--- src/rtl/capture_seq_pkg.sv ---
// Shared state encoding and default timing constants for the capture sequencer.
package capture_seq_pkg;

    typedef enum logic [2:0] {
        IDLE,
        CAM_RST,
        ARM,
        CAPTURE,
        DRAIN,
        ERROR
    } state_t;

    localparam logic [23:0] DEF_TIMEOUT_CYCLES = 24'd1_000_000;
    localparam int unsigned DEF_RST_CYCLES     = 4;

endpackage

--- src/rtl/capture_watchdog.sv ---
// Idle-cycle watchdog: counts enabled cycles since the last clear, saturating at TIMEOUT_CYCLES.
module capture_watchdog
    import capture_seq_pkg::*;
#(
    parameter int unsigned     TO_W           = 24,
    parameter logic [TO_W-1:0] TIMEOUT_CYCLES = TO_W'(DEF_TIMEOUT_CYCLES)
) (
    input  logic clk,
    input  logic rst,
    input  logic clear,
    input  logic enable,
    output logic expired
);

    logic [TO_W-1:0] cnt;
    logic [TO_W-1:0] cnt_nxt;

    always_comb begin
        cnt_nxt = cnt;
        if (clear) begin
            cnt_nxt = '0;
        end else if (enable && (cnt != TIMEOUT_CYCLES)) begin
            cnt_nxt = cnt + TO_W'(1);
        end
    end

    always_ff @(posedge clk) begin
        if (rst) begin
            cnt <= '0;
        end else begin
            cnt <= cnt_nxt;
        end
    end

    // Flags the cycle whose edge lands the count on the limit, so the error
    // appears exactly TIMEOUT_CYCLES idle cycles after the last clear.
    assign expired = enable && !clear && (cnt_nxt == TIMEOUT_CYCLES);

endmodule

--- src/rtl/capture_sequencer.sv ---
// Camera capture sequencer: front-end reset, shutter, word counting and drain handshake per shot.
// Optional build macro CAPTURE_STATS_EN adds the last_shot_cycles output.
//
//   state   | meaning
//   --------+-------------------------------------------------------
//   IDLE    | waiting for start, capture block held in reset
//   CAM_RST | capture block reset for RST_CYCLES cycles
//   ARM     | single-cycle shutter pulse
//   CAPTURE | counting FIFO writes, watchdog running
//   DRAIN   | waiting for the host to empty the FIFO
//   ERROR   | timeout or overflow, flags held until next start
module capture_sequencer
    import capture_seq_pkg::*;
#(
    parameter int unsigned     WORD_W         = 16,
    parameter int unsigned     SHOT_W         = 8,
    parameter int unsigned     TO_W           = 24,
    parameter logic [TO_W-1:0] TIMEOUT_CYCLES = TO_W'(DEF_TIMEOUT_CYCLES),
    parameter int unsigned     RST_CYCLES     = DEF_RST_CYCLES
) (
    input  logic              clk,
    input  logic              rst,
    input  logic              start,
    input  logic              abort,
    input  logic [WORD_W-1:0] cfg_words,
    input  logic [SHOT_W-1:0] cfg_shots,
    input  logic              cam_fifo_wr,
    input  logic              fifo_full,
    input  logic              fifo_empty,
    output logic              cam_reset,
    output logic              shutter,
    output logic              drain_req,
    output logic              busy,
    output logic              done,
    output logic              err_timeout,
    output logic              err_overflow,
    output logic [SHOT_W-1:0] shot_idx,
    output logic [WORD_W-1:0] word_count
`ifdef CAPTURE_STATS_EN
    ,
    output logic [TO_W-1:0]   last_shot_cycles
`endif
);

    localparam int unsigned RC_W    = (RST_CYCLES > 1) ? $clog2(RST_CYCLES) : 1;
    localparam logic [RC_W-1:0] RC_LOAD = RC_W'(RST_CYCLES - 1);

    state_t            state;
    state_t            state_nxt;
    logic [WORD_W-1:0] cfg_words_q;
    logic [SHOT_W-1:0] cfg_shots_q;
    logic [RC_W-1:0]   rst_cnt;
    logic              done_nxt;
    logic              accept;
    logic              shot_inc;
    logic              word_inc;
    logic              set_to;
    logic              set_ov;
    logic              wd_expired;

    capture_watchdog #(
        .TO_W           (TO_W),
        .TIMEOUT_CYCLES (TIMEOUT_CYCLES)
    ) u_watchdog (
        .clk     (clk),
        .rst     (rst),
        .clear   ((state != CAPTURE) || cam_fifo_wr),
        .enable  (state == CAPTURE),
        .expired (wd_expired)
    );

    always_comb begin
        state_nxt = state;
        done_nxt  = 1'b0;
        accept    = 1'b0;
        shot_inc  = 1'b0;
        word_inc  = 1'b0;
        set_to    = 1'b0;
        set_ov    = 1'b0;
        if (abort && (state != IDLE)) begin
            state_nxt = IDLE;
        end else begin
            unique case (state)
                IDLE, ERROR: begin
                    if (start && !abort && (cfg_words != '0) && (cfg_shots != '0)) begin
                        accept    = 1'b1;
                        state_nxt = CAM_RST;
                    end
                end
                CAM_RST: begin
                    if (rst_cnt == '0) state_nxt = ARM;
                end
                ARM: begin
                    state_nxt = CAPTURE;
                end
                CAPTURE: begin
                    // Overflow outranks both the final word and the watchdog.
                    if (cam_fifo_wr && fifo_full) begin
                        set_ov    = 1'b1;
                        state_nxt = ERROR;
                    end else if (cam_fifo_wr) begin
                        word_inc = (word_count != cfg_words_q);
                        if (word_count == cfg_words_q - 1'b1) state_nxt = DRAIN;
                    end else if (wd_expired) begin
                        set_to    = 1'b1;
                        state_nxt = ERROR;
                    end
                end
                DRAIN: begin
                    if (fifo_empty) begin
                        if (shot_idx == cfg_shots_q - 1'b1) begin
                            done_nxt  = 1'b1;
                            state_nxt = IDLE;
                        end else begin
                            shot_inc  = 1'b1;
                            state_nxt = CAM_RST;
                        end
                    end
                end
                default: state_nxt = IDLE;
            endcase
        end
    end

    always_comb begin
        cam_reset = 1'b0;
        shutter   = 1'b0;
        drain_req = 1'b0;
        busy      = 1'b0;
        unique case (state)
            IDLE, ERROR: cam_reset = 1'b1;
            CAM_RST: begin
                cam_reset = 1'b1;
                busy      = 1'b1;
            end
            ARM: begin
                shutter = 1'b1;
                busy    = 1'b1;
            end
            CAPTURE: busy = 1'b1;
            DRAIN: begin
                drain_req = 1'b1;
                busy      = 1'b1;
            end
            default: cam_reset = 1'b1;
        endcase
    end

    always_ff @(posedge clk) begin
        if (rst) begin
            state        <= IDLE;
            cfg_words_q  <= '0;
            cfg_shots_q  <= '0;
            rst_cnt      <= RC_LOAD;
            shot_idx     <= '0;
            word_count   <= '0;
            done         <= 1'b0;
            err_timeout  <= 1'b0;
            err_overflow <= 1'b0;
        end else begin
            state <= state_nxt;
            done  <= done_nxt;
            if ((state == CAM_RST) && (rst_cnt != '0)) begin
                rst_cnt <= rst_cnt - 1'b1;
            end else if (state != CAM_RST) begin
                rst_cnt <= RC_LOAD;
            end
            if (accept) begin
                cfg_words_q  <= cfg_words;
                cfg_shots_q  <= cfg_shots;
                shot_idx     <= '0;
                err_timeout  <= 1'b0;
                err_overflow <= 1'b0;
            end else begin
                if (shot_inc) shot_idx <= shot_idx + 1'b1;
                if (set_to) err_timeout <= 1'b1;
                if (set_ov) err_overflow <= 1'b1;
            end
            if ((state_nxt == CAM_RST) && (state != CAM_RST)) begin
                word_count <= '0;
            end else if (word_inc) begin
                word_count <= word_count + 1'b1;
            end
        end
    end

`ifdef CAPTURE_STATS_EN
    logic [TO_W-1:0] cap_cycles;
    logic [TO_W-1:0] cap_cycles_inc;

    assign cap_cycles_inc = (&cap_cycles) ? cap_cycles : cap_cycles + TO_W'(1);

    always_ff @(posedge clk) begin
        if (rst) begin
            cap_cycles       <= '0;
            last_shot_cycles <= '0;
        end else begin
            cap_cycles <= (state == CAPTURE) ? cap_cycles_inc : '0;
            // Includes the cycle carrying the final word.
            if ((state == CAPTURE) && (state_nxt == DRAIN)) last_shot_cycles <= cap_cycles_inc;
        end
    end
`endif

endmodule

--- config.mk ---
export PLATFORM = sky130hd
export DESIGN_NAME = capture_sequencer
export DESIGN_NICKNAME = d
export VERILOG_FILES = /design/src/rtl/capture_seq_pkg.sv /design/src/rtl/capture_watchdog.sv /design/src/rtl/capture_sequencer.sv
export SDC_FILE = /design/constraint.sdc
export NUM_CORES = 1
export LEC_CHECK = 0
export BUFFER_PORTS_ARGS = -buffer_cell sky130_fd_sc_hd__buf_2
export CAP_MARGIN = 5
export CORE_MARGIN = 5
export CORE_UTILIZATION = 50
export CTS_BUF_LIST = sky130_fd_sc_hd__clkbuf_4 sky130_fd_sc_hd__clkbuf_8 sky130_fd_sc_hd__clkbuf_16
export CTS_CLUSTER_DIAMETER = 40
export DETAILED_ROUTE_END_ITERATION = 7
export PLACE_DENSITY = 0.7
export SLEW_MARGIN = 20
export SYNTH_ARGS = -nofsm -noshare
export SYNTH_HDL_FRONTEND = slang
export SYNTH_SLANG_ARGS = --single-unit
--- constraint.sdc ---
create_clock -name clk -period 4.9 [get_ports clk]
set_input_delay 0.245 -clock clk [delete_from_list [all_inputs] [get_ports clk]]
set_output_delay 0.245 -clock clk [all_outputs]
set_load 0.1 [all_outputs]
# Word-level counts from Yosys, hierarchy flattened
# Cells that the tools add are included.
[word_totals]
reg_bits = 80
in_bits = 31
out_inout_bits = 31
elab_cells = 95
[op_classes]
add_sub_neg = 6
n_eq_ne = 13
muxes = 38
n_bitwise = 2
n_reduce_logical = 26
[op_table]
columns = ["op", "count"]
rows = [
  ["$mux W24", 2],
  ["$mux W1", 25],
  ["$add A24 B1 Y24 const B", 1],
  ["$eq A24 B20 Y1 const B", 1],
  ["$mux W3", 8],
  ["$ne A24 B20 Y1 const B", 1],
  ["$add A16 B1 Y16 const B", 1],
  ["$eq A16 B16 Y1", 1],
  ["$ne A16 B16 Y1", 1],
  ["$reduce_bool A16 Y1", 1],
  ["$sub A16 B1 Y16 const B", 1],
  ["$pmux W3 S5", 1],
  ["$logic_and A1 B1 Y1", 10],
  ["$add A8 B1 Y8 const B", 1],
  ["$eq A8 B8 Y1", 1],
  ["$reduce_bool A8 Y1", 1],
  ["$reduce_or A4 Y1", 2],
  ["$sub A8 B1 Y8 const B", 1],
  ["$eq A3 B1 Y1 const B", 2],
  ["$eq A3 B2 Y1 const B", 2],
  ["$eq A3 B3 Y1 const B", 2],
  ["$reduce_or A2 Y1", 3],
  ["$mux W2", 2],
  ["$reduce_bool A2 Y1", 2],
  ["other kinds (10)", 12],
]

# Longest topological paths before layout
[logic_depth]
depth_word = 14
ltp_mapped = 13
mapped_depth_nobuf = 11

# By module
# A second synthesis with hierarchy kept.
[unflattened]
hier_cells = 635
hier_area_um2 = 5439.0
[modules_own_cells]
columns = ["mod", "n_inst", "cells_each", "area_each_um2"]
rows = [
  ["capture_sequencer", 1, 438, 3783.6],
  ["capture_watchdog", 1, 197, 1655.3],
]

# Least setup slack after synthesis
# No wires, ideal clock.
[synth_timing]
path_type = "reg2out"
startpoint = "register state[1]"
endpoint = "output port busy"
arrival_time_ns = 3.997
t_required_ns = 4.655
slack_ns = 0.658
path_stages_with_launch = 7
path_cell_list = "dfxtp_1 -> buf_2 -> inv_1 -> nand2_1 -> nor2_1 -> a21oi_1 -> nand2_1"
[synth_between]
elab_chain_len = 3
elab_cells_between_ends = 6
cone_classes = "eq/ne (4); mux (1); reduce/logical (1)"
[synth_rtl]
columns = ["item", "line", "source"]
rows = [
  ["from (decl)", "capture_sequencer.sv:48", "state_t state;"],
  ["from (signal assigned)", "capture_sequencer.sv:161", "state <= state_nxt;"],
  ["$eq A3 B1 Y1 (tied with other cells)", "capture_sequencer.sv:130", "unique case (state)"],
  ["$reduce_or A4 Y1 (no line) (*)", "-", ""],
  ["$mux W1 (*)", "capture_sequencer.sv:130", ""],
  ["to (decl)", "capture_sequencer.sv:33", "output logic busy,"],
]
# Mark *: on every way between the ends. The rest lies on a longest branch, timed or not.

# Worst setup path in the final report
[layout_timing]
startpoint = "register state[0]"
endpoint = "register word_count[3]"
[layout_between]
elab_chain_len = 14
elab_cells_between_ends = 33
cone_classes = "eq/ne (9); mux (13); reduce/logical (11)"
[layout_rtl]
columns = ["item", "line", "source"]
rows = [
  ["$eq A3 B2 Y1", "capture_sequencer.sv:68, capture_sequencer.sv:83", ""],
  ["$logic_and A1 B1 Y1", "capture_watchdog.sv:22", "end else if (enable && (cnt != TIMEOUT_CYCLES)) begin"],
  ["$mux W24", "capture_watchdog.sv:22", ""],
  ["$mux W24", "capture_watchdog.sv:20", "if (clear) begin"],
  ["$eq A24 B20 Y1", "capture_watchdog.sv:37", "assign expired = enable && !clear && (cnt_nxt == TIMEOUT_CYCLES);"],
  ["$logic_and A1 B1 Y1", "capture_watchdog.sv:37", ""],
  ["$mux W3", "capture_sequencer.sv:104", "end else if (wd_expired) begin"],
  ["$mux W3", "capture_sequencer.sv:101", "end else if (cam_fifo_wr) begin"],
  ["$mux W3", "capture_sequencer.sv:98", "if (cam_fifo_wr && fifo_full) begin"],
  ["$pmux W3 S5", "capture_sequencer.sv:83", "unique case (state)"],
  ["$mux W3", "capture_sequencer.sv:80", "if (abort && (state != IDLE)) begin"],
  ["$eq A3 B1 Y1", "capture_sequencer.sv:179", "if ((state_nxt == CAM_RST) && (state != CAM_RST)) begin"],
  ["$logic_and A1 B1 Y1", "capture_sequencer.sv:179", ""],
  ["$reduce_or A2 Y1 (no line)", "-", ""],
  ["to (signal assigned)", "capture_sequencer.sv:182", "word_count <= word_count + 1'b1;"],
  ["to (decl)", "capture_sequencer.sv:38", "output logic [WORD_W-1:0] word_count"],
]
# Several ways; a longest one is shown, not always the timed one.
# A chain may end at the register's enable or synchronous reset.

==> results_dict.tcl <==
set metrics [dict create \
    antenna_found_initial 0 \
    reg2reg_from "state[0]" \
    diodes 0 \
    placeableCoreArea_um2 9680 \
    rr_worst_depth 9 \
    r2r_slack_ns 1.18 \
    stdcell_count 763 \
    ys_warn_count 0 \
    hold_class "primary input to flip-flop" \
    yosysTopAreaCell "dfxtp_1" \
    clk_path_buf_depth 2 \
    clockRootBuffer "clkbuf_8" \
    setup_tns_ns 0 \
    leakagePower_nw 2.20 \
    tightest_slew_ns 0.921 \
    drt_iter0_drc 194 \
    htreeDepth 3 \
    die_w_um 109 \
    nFillCells 903 \
    r2r_end "word_count[3]" \
    ctsHoldBuffers 0 \
    status "completed" \
    drcViolationCount 0 \
    cp_max_fo 16 \
    fin_util 0.561 \
    synth_simple_gate_area_share 0.308 \
    muxShareOfSynthArea 0.0591 \
    wl_per_cell_um 15.5 \
    syn_inst 583 \
    clock_latency_ns 0.38 \
    finClkSkew_ns 0.00947 \
    rows 36 \
    numClockSinks 80 \
    critPathKind "flip-flop to flip-flop" \
    dpl.hpwl_mm 8.86 \
    post_cts_resize_count 0 \
    crit_required_ns 5.13 \
    antenna_left 0 \
    final.period_utilization 0.760 \
    grt_setup_unrepaired "no" \
    numPlacedInstances 747 \
    fmax_mhz 268 \
    via_per_inst 5.53 \
    post_cts_buffers 0 \
    whs_ns 0.111 \
    synth_edf_count 0 \
    synth_xor_area_frac 0.141 \
    arrival_ns 3.95 \
    yosysMostFrequentCell "nor2_1" \
    cap_viol_max_count 0 \
    p_per_area_nw_per_um2 247 \
    drive_gt1_frac 0.173 \
    final_area_um2 5430 \
    synth_compound_area_frac 0.0970 \
    synth-main-ff-cell "dfxtp_1" \
    grt_pass1_wl_mm 19.8 \
    portBuffers 61 \
    drv_slew 0 \
    synth_common_cells "87 x nor2_1, 80 x dfxtp_1, 45 x xnor2_1" \
    hold_depth 3 \
    synth_top_family_by_area "simple AND/OR/NAND/NOR gates" \
    dieHeight_um 109 \
    cts_tree "yes" \
    syn_avg_cell_area_um2 8.43 \
    overflow 0 \
    dieArea_um2 11900 \
    vias 4216 \
    yosysUniqueCellTypes 69 \
    period_needed_ns 3.72 \
    postPlaceCellArea_um2 5230 \
    yosys_register_bits 80 \
    grt_max_degree 30 \
    hold-path-endpoint "cfg_words_q[4]" \
    ir_drop_mv 0.181 \
    ys_async_sr_fraction 0 \
    grt_pass1_vias 4110 \
    drt_wl_total_mm 11.8 \
    io_pins 62 \
    end_kind "flip-flop" \
    netlist.area_leader.share 0.326 \
    hold_violations 0 \
    nets 663 \
    initial_core_util 0.507 \
    drt_pass1_iterations 4 \
    syn_nets 621 \
    min-delay-start "cfg_words[4]" \
    synth-adder-area-share 0.0178 \
    gp_congestion 0.899 \
    seq_area_frac_synth 0.326 \
    numCtsBuffers 9 \
    synth_area_leaders "dfxtp_1 33%, xnor2_1 8.0%, nor2_1 6.6%, xor2_1 6.1%, mux2i_1 5.9%" \
    clk_pin_slew_worst_paths_ns 0.09 \
    setup_viol 0 \
    crit_path_start_kind "flip-flop" \
    grt_use_total 0.209 \
    syn2layout_area_growth_pct 10.6 \
    synth_area_um2 4910 \
    maxSlewHeadroom 0.386 \
]
## kinds of logic (layout without fill, tap and decap cells)
family / count (synthesis) / after routing
flip-flops: 80 / 80
AO/OA/AOI/OAI: 63 / 63
adder cells (fa/ha/maj): 7 / 7
AND/OR/NAND/NOR: 272 / 272
buffers and inverters: 53 / 100
XOR/XNOR: 79 / 79
multiplexers: 29 / 29
## placed cells by master (no fill, tap or decap), types with 3 or more instances in the layout
master     netlist  routed
nand3_1         21      21
nor2_1          87      87
o211ai_1         5       5
xnor2_1         45      45
and3_1           9       9
or2_2            4       4
clkbuf_8         0      13
a31oi_1          6       6
nand2_1         30      30
o21ai_0          9       9
a21oi_1         12      12
dfxtp_1         80      80
nor3_1          21      21
o2111ai_1        4       4
a211oi_1         3       3
nor2_2          10      10
nor4b_1          5       5
and4_1           4       4
and3b_1          4       4
mux2i_1         29      29
buf_2            7      61
nor2b_1         11      11
inv_1           21      21
or3_1            5       5
nor4_1          18      18
ha_1             7       7
xor2_1          34      34
nand4_1         21      21
## where the power goes
part           switching, mW  internal [mW]  total, mW
clock                  0.250          0.240      0.490
combinational         0.0956         0.0741      0.170
sequential            0.0191          0.661      0.680
total                  0.365          0.975       1.34
## through the flow
stage	setup slack, ns	power, mW
global route	0.883	1.40
finish	1.18	1.34
floorplan	0.658	0.820
detailed placement	1.17	0.862
global placement	1.27	0.858
CTS	1.17	1.35
## worst max-delay path: stages, from the launching register on
cell and delay (ns):
dfxtp_1 0.61, nand3b_4 0.28, nor4_2 0.39, nand4_1 0.16
xor2_1 0.19, or4_4 0.49, a2111oi_4 0.38, o21ai_2 0.14
a221oi_4 0.80, nor2_1 0.11
## worst max path at each step
stage,start,to,slack (ns),cells past startpoint
2_1_floorplan,state[1],busy,0.66,6
3_3_place_gp,state[0],word_count[4],1.27,9
3_5_place_dp,state[0],word_count[3],1.17,9
4_1_cts,state[0],word_count[3],1.17,9
5_1_grt,state[0],word_count[3],0.88,9
6_report,state[0],word_count[3],1.18,9
## state kept, by name, summed over array words and instances, names as in the netlist
signal and flops:
word_count 16, shot_idx 8, u_watchdog.cnt 24, cfg_shots_q 8, cfg_words_q 16, done 1
err_timeout 1, state 3, err_overflow 1, rst_cnt 2
## layer usage
metal  wire length [um]  track usage  vias to the layer above
li1                   -            -                     2136
met1               5400        0.259                     1986
met2               5820        0.359                       75
met3                372       0.0426                       19
met4                216       0.0748                        0
met5                  0            0                        -
## cell type report
cell class              instances  area [um2]  share of cell area
well taps                     133         166              0.0306
repair buffers                 63         320              0.0590
clock inverters                 3        23.8             0.00438
multi-input cells             450        3060               0.564
flip-flops and latches         80        1600               0.295
clock buffers                  13         179              0.0329
inverters                      21        78.8              0.0145
(Power assumes the default switching activity.)
